## config.mk

```make
export PLATFORM = sky130hd
export DESIGN_NAME = inst_loader
export DESIGN_NICKNAME = d
export VERILOG_FILES = /design/src/rtl/inst_loader_pkg.sv /design/src/rtl/inst_loader.sv
export SDC_FILE = /design/constraint.sdc
export NUM_CORES = 1
export LEC_CHECK = 0
export CAP_MARGIN = 20
export CELL_PAD_IN_SITES_DETAIL_PLACEMENT = 0
export CELL_PAD_IN_SITES_GLOBAL_PLACEMENT = 1
export CORE_ASPECT_RATIO = 1.25
export CORE_MARGIN = 2
export CORE_UTILIZATION = 44
export CTS_CLUSTER_DIAMETER = 100
export DETAILED_ROUTE_END_ITERATION = 8
export PLACE_DENSITY_LB_ADDON = 0.1
export SETUP_SLACK_MARGIN = 0.05
export SLEW_MARGIN = 25
export SYNTH_ARGS = -nofsm -noshare
export SYNTH_HDL_FRONTEND = slang
export SYNTH_SLANG_ARGS = --single-unit
```

## constraint.sdc

```tcl
create_clock -name CLK -period 6.8 [get_ports CLK]
set_input_delay 1.36 -clock CLK [delete_from_list [all_inputs] [get_ports CLK]]
set_output_delay 1.36 -clock CLK [all_outputs]
set_load 0.02 [all_outputs]
```

## src/rtl/inst_loader_pkg.sv

```systemverilog
// Shared definitions for the instruction loader: FSM state encoding and defaults.
// Latency: none (types and constants only).
// Backpressure: not applicable.
package inst_loader_pkg;

    localparam int LD_DEPTH_DEFAULT = 1024;
    localparam int LD_WORD_W        = 9;
    localparam int LD_LEN_W         = 16;

    typedef enum logic [3:0] {
        ST_IDLE   = 4'd0,
        ST_LEN_LO = 4'd1,
        ST_LEN_HI = 4'd2,
        ST_INS_LO = 4'd3,
        ST_INS_HI = 4'd4,
        ST_WRITE  = 4'd5,
        ST_LAUNCH = 4'd6,
        ST_RUN    = 4'd7,
        ST_ERROR  = 4'd8
    } ld_state_t;

    // States in which the loader is prepared to take a byte from the stream.
    function automatic logic is_byte_state(input ld_state_t s);
        return (s == ST_LEN_LO) || (s == ST_LEN_HI) ||
               (s == ST_INS_LO) || (s == ST_INS_HI);
    endfunction

    function automatic logic is_busy_state(input ld_state_t s);
        return (s != ST_IDLE) && (s != ST_ERROR);
    endfunction

endpackage

```

## src/rtl/inst_loader.sv

```systemverilog
// Byte-stream instruction loader: length header, 9-bit words into imem, then a START pulse.
// Latency: 3 cycles per word (lo byte, hi byte, write); all outputs registered.
// Backpressure: in_ready only in byte states; the FSM stalls indefinitely while in_valid is low.
module inst_loader
    import inst_loader_pkg::*;
#(
    parameter int DEPTH  = LD_DEPTH_DEFAULT,
    parameter int ADDR_W = 16
) (
    input  logic                 CLK,
    input  logic                 reset,
    input  logic                 load_go,
    input  logic                 in_valid,
    input  logic [7:0]           in_data,
    output logic                 in_ready,
    output logic                 imem_we,
    output logic [ADDR_W-1:0]    imem_addr,
    output logic [LD_WORD_W-1:0] imem_wdata,
    output logic                 proc_start,
    input  logic                 proc_done,
    output logic                 busy,
    output logic                 err
);

    localparam logic [LD_LEN_W:0] DEPTH_L = (LD_LEN_W+1)'(DEPTH);

    ld_state_t             state, state_d;
    logic [LD_LEN_W-1:0]   n_q, n_d;
    logic [LD_LEN_W-1:0]   idx_q, idx_d;
    logic [7:0]            lo_q, lo_d;
    logic [LD_LEN_W-1:0]   len_full;
    logic [LD_LEN_W-1:0]   idx_inc;
    logic [ADDR_W-1:0]     addr_d;
    logic [LD_WORD_W-1:0]  wdata_d;
    logic                  err_d;

    always_comb begin
        state_d  = state;
        n_d      = n_q;
        idx_d    = idx_q;
        lo_d     = lo_q;
        addr_d   = imem_addr;
        wdata_d  = imem_wdata;
        err_d    = err;
        len_full = {in_data, n_q[7:0]};
        idx_inc  = idx_q + 16'd1;

        unique case (state)
            ST_IDLE: begin
                if (load_go) state_d = ST_LEN_LO;
            end
            ST_LEN_LO: begin
                if (in_valid) begin
                    n_d[7:0] = in_data;
                    state_d  = ST_LEN_HI;
                end
            end
            ST_LEN_HI: begin
                if (in_valid) begin
                    n_d[15:8] = in_data;
                    if ({1'b0, len_full} > DEPTH_L) begin
                        err_d   = 1'b1;
                        state_d = ST_ERROR;
                    end else if (len_full == '0) begin
                        state_d = ST_LAUNCH;
                    end else begin
                        idx_d   = '0;
                        state_d = ST_INS_LO;
                    end
                end
            end
            ST_INS_LO: begin
                if (in_valid) begin
                    lo_d    = in_data;
                    state_d = ST_INS_HI;
                end
            end
            ST_INS_HI: begin
                if (in_valid) begin
                    // Only bit 0 of the high byte is meaningful; anything else is a framing error.
                    if (in_data[7:1] != 7'd0) begin
                        err_d   = 1'b1;
                        state_d = ST_ERROR;
                    end else begin
                        addr_d  = ADDR_W'(idx_q);
                        wdata_d = {in_data[0], lo_q};
                        state_d = ST_WRITE;
                    end
                end
            end
            ST_WRITE: begin
                idx_d   = idx_inc;
                state_d = (idx_inc == n_q) ? ST_LAUNCH : ST_INS_LO;
            end
            ST_LAUNCH: begin
                state_d = ST_RUN;
            end
            ST_RUN: begin
                if (proc_done) state_d = ST_IDLE;
            end
            ST_ERROR: begin
                if (load_go) begin
                    err_d   = 1'b0;
                    state_d = ST_LEN_LO;
                end
            end
            default: begin
                state_d = ST_IDLE;
            end
        endcase
    end

    // Outputs are flopped from the next state so they line up with the state register.
    always_ff @(posedge CLK) begin
        if (reset) begin
            state      <= ST_IDLE;
            n_q        <= '0;
            idx_q      <= '0;
            lo_q       <= '0;
            imem_addr  <= '0;
            imem_wdata <= '0;
            err        <= 1'b0;
            in_ready   <= 1'b0;
            imem_we    <= 1'b0;
            proc_start <= 1'b0;
            busy       <= 1'b0;
        end else begin
            state      <= state_d;
            n_q        <= n_d;
            idx_q      <= idx_d;
            lo_q       <= lo_d;
            imem_addr  <= addr_d;
            imem_wdata <= wdata_d;
            err        <= err_d;
            in_ready   <= is_byte_state(state_d);
            imem_we    <= (state_d == ST_WRITE);
            proc_start <= (state_d == ST_LAUNCH);
            busy       <= is_busy_state(state_d);
        end
    end

endmodule

```

### After elaboration in Yosys (flattened, before gate mapping)

Cells that the tools add are included.

* add/sub/neg operators: 1
* order comparisons: 1
* equal/unequal tests: 23
* muxes and demuxes: 21
* bitwise operators: 1
* reduce and logical (&&, ||, !) cells: 17

Operators with widths (number)
* 2-to-1 mux 16 bit: 3
* 2-to-1 mux 4 bit: 8
* one-hot mux 16 bit (2 select lines): 1
* one-hot mux 4 bit (8 select lines): 1
* == test 4 x 3 -> 1 bit, second input constant: 7
* adder 16 x 1 -> 16 bit, second input constant: 1
* == test 16 bit: 1
* == test 4 x 2 -> 1 bit, second input constant: 4
* > comparator 16 x 11 -> 1 bit, second input constant: 1
* logical NOT 16 bit: 1
* != test 2 bit, second input constant: 7
* == test 4 x 1 -> 1 bit, second input constant: 2
* nonzero test 7 bit: 1
* 2-to-1 mux 3 bit: 2
* AND reduction 2 bit: 3
* AND reduction 6 bit: 1
* 2-to-1 mux 1 bit: 5
* == test 4 bit, second input constant: 1
* logical NOT 4 bit: 1
* != test 4 bit, second input constant: 1
* AND reduction 4 bit: 1
* nonzero test 4 bit: 1
* logical OR 1 bit: 3
* one-hot mux 1 bit (3 select lines): 1
* 6 further kinds: 6

* register bits after elaboration: 74
* bits of input ports: 13
* output and inout port bits: 30
* word-level logic and storage cells: 76

### Longest topological paths before layout

* depth after elaboration: 9
* gate-level depth with buffers: 9
* depth with buffers taken out: 9

### Worst setup path before layout

No wires, ideal clock.

* path type: input to register
* start: input port in_data[4]
* end: register in_ready
* setup time: 0.074 ns
* arrival: 3.012 ns
* data required time: 6.726 ns
* slack: 3.714 ns
* stages: 6
* buffers on the path: 0
* path through: or4_1 nor2_1 nand3_1 o311a_1 or3_1 a31oi_1

* word-level cells in the longest chain between the ends: 9

Ends and longest elaborated chain
* start, declared: RTL line inst_loader.sv:14 `input logic [7:0] in_data,`
* branches (longest 4 deep; another with > comparator 16 x 11 -> 1 bit)
* one-hot mux 4 bit (8 select lines) *: RTL line inst_loader.sv:48 `unique case (state)`
* == test 4 x 1 -> 1 bit / == test 4 x 2 -> 1 bit (equally long branches): RTL line inst_loader_pkg.sv:24 `return (s == ST_LEN_LO) || (s == ST_LEN_HI) ||`
* logical OR 1 bit (2 in a row): RTL line inst_loader_pkg.sv:24
* logical OR 1 bit *: RTL line inst_loader_pkg.sv:25 `(s == ST_INS_LO) || (s == ST_INS_HI);`
* end signal, assigned: RTL line inst_loader.sv:135 `in_ready <= is_byte_state(state_d);`
* end, declared: RTL line inst_loader.sv:15 `output logic in_ready,`

Mark *: on every way between the ends.
A chain may end at the register's enable or synchronous reset.

### Worst setup path after layout

* start: input port in_valid
* end: register idx_q[15]

* word-level cells in the longest chain between the ends: 2

Ends and longest elaborated chain
* start, declared: RTL line inst_loader.sv:13 `input logic in_valid,`
* != test 2 bit (no line)
* AND reduction 4 bit (no line)
* end signal, assigned: RTL line inst_loader.sv:130 `idx_q <= idx_d;`
* end, declared: RTL line inst_loader.sv:29 `logic [LD_LEN_W-1:0] idx_q, idx_d;`

No other way between the ends.

==> flow_metrics.env <==
export IMPL_syn_area_um2=3630
export IMPL_status="completed"
export IMPL_io_buffer_count=42
export IMPL_fin_setup_tns_ns=0
export IMPL_synthesis_instances=466
export IMPL_r2r_slack_ns=3.73
export IMPL_p_switching_mw=0.212
export IMPL_finalSetupViolCount=0
export IMPL_cellPowerDensity_nw_per_um2=206
export IMPL_power_leakage_nw=1.43
export IMPL_cts_max_level=3
export IMPL_synth_main_ff_cell="dfxtp_1"
export IMPL_max_cap_viol_count=0
export IMPL_antenna_found_initial=0
export IMPL_drive_above_1_share_pct=6.67
export IMPL_synth_edf_count=0
export IMPL_seqCellArea_um2=1480
export IMPL_cpPeakStageDelay_ns=0.83
export IMPL_cp_arrival_ns=3.89
export IMPL_cts_resized=0
export IMPL_grt_use_total_pct=21.4
export IMPL_dieArea_um2=9010
export IMPL_synth_seq_cells=74
export IMPL_synth_top_family_by_area="simple AND/OR/NAND/NOR gates"
export IMPL_yosysSeqAreaShare_pct=40.8
export IMPL_crit_fanout=18
export IMPL_period_share_pct=54.1
export IMPL_min_period_ns=3.68
export IMPL_synth_adder_area_share_pct=0.344
export IMPL_synth_compound_area_share_pct=17.4
export IMPL_initial_utilization_pct=44.6
export IMPL_postSynthAreaPerCell_um2=7.80
export IMPL_vias_per_cell=5.57
export IMPL_end_kind="register"
export IMPL_sequentialPowerShare_pct=50.5
export IMPL_place_congestion=0.790
export IMPL_rsz0062_at_grt="false"
export IMPL_hold_viol=0
export IMPL_synth_area_leaders="dfxtp_1, a21oi_1, nand2_1, nor2_1, mux2i_1"
export IMPL_grt_overflow_total=0
export IMPL_multi_input_area_um2=2010
export IMPL_cts_tree="yes"
export IMPL_num_antenna_cells=0
export IMPL_nFillCells=824
export IMPL_tightestPinTransition_ns=0.931
export IMPL_cts_setup_buffers=0
export IMPL_internal_power_mw=0.668
export IMPL_synth_top_area_share_pct=40.8
export IMPL_min_path_type="reg2reg"
export IMPL_dp_hpwl_um=6560
export IMPL_grt_max_degree=74
export IMPL_postCtsHoldBufs=0
export IMPL_path_cells="clkdlybuf4s50_1 > nand2_1 > nand4bb_1 > and2_0 > a21o_1 > a21oi_1 > nor2_1"
export IMPL_path_class="in2reg"
export IMPL_p_comb_share_pct=6.3
export IMPL_drt_initial_drc_count=154
export IMPL_grt_first_pass_wirelength_um=15300
export IMPL_rows=37
export IMPL_worstPathRequired_ns=7.01
export IMPL_cts_buffers=9
export IMPL_fin_nets=504
export IMPL_syn_nets=480
export IMPL_synth_simple_area_share_pct=29.0
export IMPL_ant_nets=0
export IMPL_cts_buffer_depth=2
export IMPL_drc_errors=0
export IMPL_irDropWorstVdd_mv=0.148
export IMPL_numClockSinks=74
export IMPL_synthArstFlopShare_pct=0
export IMPL_switching_share_pct=24.1
export IMPL_core_um2=8150
export IMPL_start_kind="input pin"
export IMPL_fmax_mhz=272
export IMPL_ioPinCount=43
export IMPL_power_frac_clock_pct=43.1
export IMPL_place_area_um2=4060
export IMPL_post_synth_xor_area_fraction_pct=4.10
export IMPL_final_cell_area_um2=4280
export IMPL_yosys_warnings=0
export IMPL_synthMuxAreaShare_pct=4.41
export IMPL_fin_skew_ns=0.00711
export IMPL_cts_root_buf="clkbuf_8"
export IMPL_finalMaxSlewViolations=0
export IMPL_relSlewSlack_pct=37.9
export IMPL_post_synth_top_area_cell="dfxtp_1"
export IMPL_dr_pass1_iters=4
export IMPL_area_growth_pct=17.9
export IMPL_die_x_um=85.3
export IMPL_vias=3298
export IMPL_drt_total_wl_um=9350
export IMPL_slowest_stage="clkdlybuf4s50_1"
export IMPL_synth_distinct_cells=56
export IMPL_dieHeight_um=106
export IMPL_worstSkewPairLatency_ns=0.35
export IMPL_cts_clk_slew_worst_paths_ns=0.08
export IMPL_grt_pass1_vias=3167
export IMPL_wl_per_cell_um=15.8
sequential cells by signal (all words and copies together), names as in the netlist:
register    count
imem_we         1
err             1
lo_q            8
imem_wdata      9
proc_start      1
imem_addr      16
n_q            16
in_ready        1
idx_q          16
state           4
busy            1
placed cells by master, fill, tap and decap left out, types with 9 or more instances in the layout:
cell type	synthesis	routed
mux2i_1	16	16
o21ai_0	24	24
dfxtp_1	74	74
nand3_1	17	17
nor3_1	10	10
clkbuf_8	0	9
nand2_1	80	80
a21oi_1	61	61
clkdlybuf4s50_1	0	41
xnor2_1	12	12
nor2_1	49	49
metal layers:
layer | track usage [%] | up-vias | part of all wire, %
met5 | 0 | - | 0
met4 | 8.39 | 0 | 1.4
met3 | 3.76 | 9 | 3.0
met2 | 35.5 | 49 | 49
met1 | 27.3 | 1558 | 46
li1 | - | 1682 | -
cell type report:
class,count,area share (%)
repair buffers,46,10.5
inverters,2,0.175
clock inverters,7,2.16
flip-flops and latches,74,34.6
multi-input cells,357,46.9
clock buffers,9,2.89
well taps,97,2.83
kinds of logic after synthesis:
kind of cell,after synthesis
AND/OR/NAND/NOR,212
AO/OA/AOI/OAI,111
flip-flops,74
buffers and inverters,35
XOR/XNOR,17
multiplexers,16
adder cells (fa/ha/maj),1
per-stage QoR:
| stage | worst slack (ns) | instances | util [%] | hold slack (ns) | power, mW |
|---|---|---|---|---|---|
| finish | 3.12 | 592 | 52.6 | 0.455 | 0.880 |
| global placement | 2.49 | 575 | 49.8 | 0.442 | 0.510 |
| floorplan | 3.71 | 466 | - | 0.436 | 0.488 |
| detailed placement | 2.51 | 575 | 49.8 | 0.446 | 0.511 |
| global route | 2.87 | 592 | 52.6 | 0.483 | 0.909 |
| CTS | 2.88 | 591 | 52.4 | 0.458 | 0.885 |
worst paths after layout:
kind / depth (start not counted) / to / start
min reg2reg: 2 / imem_wdata[2]$_SDFFE_PP0P_ / imem_wdata[2]$_SDFFE_PP0P_
max reg2reg: 9 / imem_we$_SDFF_PP0_ / idx_q[0]$_SDFFE_PP0P_
min: 2 / imem_wdata[2]$_SDFFE_PP0P_ / imem_wdata[2]$_SDFFE_PP0P_
max: 7 / idx_q[15]$_SDFFE_PP0P_ / in_valid
synthesized netlist by cell type, types with 5 or more instances:
cell / instances
a21oi_1: 61
a31oi_1: 5
buf_2: 5
clkbuf_1: 24
dfxtp_1: 74
mux2i_1: 16
nand2_1: 80
nand3_1: 17
nand3b_1: 6
nor2_1: 49
nor3_1: 10
o21ai_0: 24
or3_1: 7
xnor2_1: 12
xor2_1: 5
power groups by stage:
| stage | Clock (mW) | Sequential, mW | Combinational (mW) |
|---|---|---|---|
| 2_1_floorplan | 0 | 0.454 | 0.0345 |
| 3_3_place_gp | 0 | 0.455 | 0.0551 |
| 3_5_place_dp | 0 | 0.455 | 0.0556 |
| 4_1_cts | 0.384 | 0.445 | 0.0558 |
| 5_1_grt | 0.401 | 0.446 | 0.0620 |
| 6_report | 0.380 | 0.445 | 0.0558 |
critical path: cells and delay by family:
kind / cells / cell delay, ns
compound gates: 2 / 0.44
buf+inv: 1 / 0.83
simple gates: 4 / 1.26
Note: power is estimated with default switching activity, not from simulation.
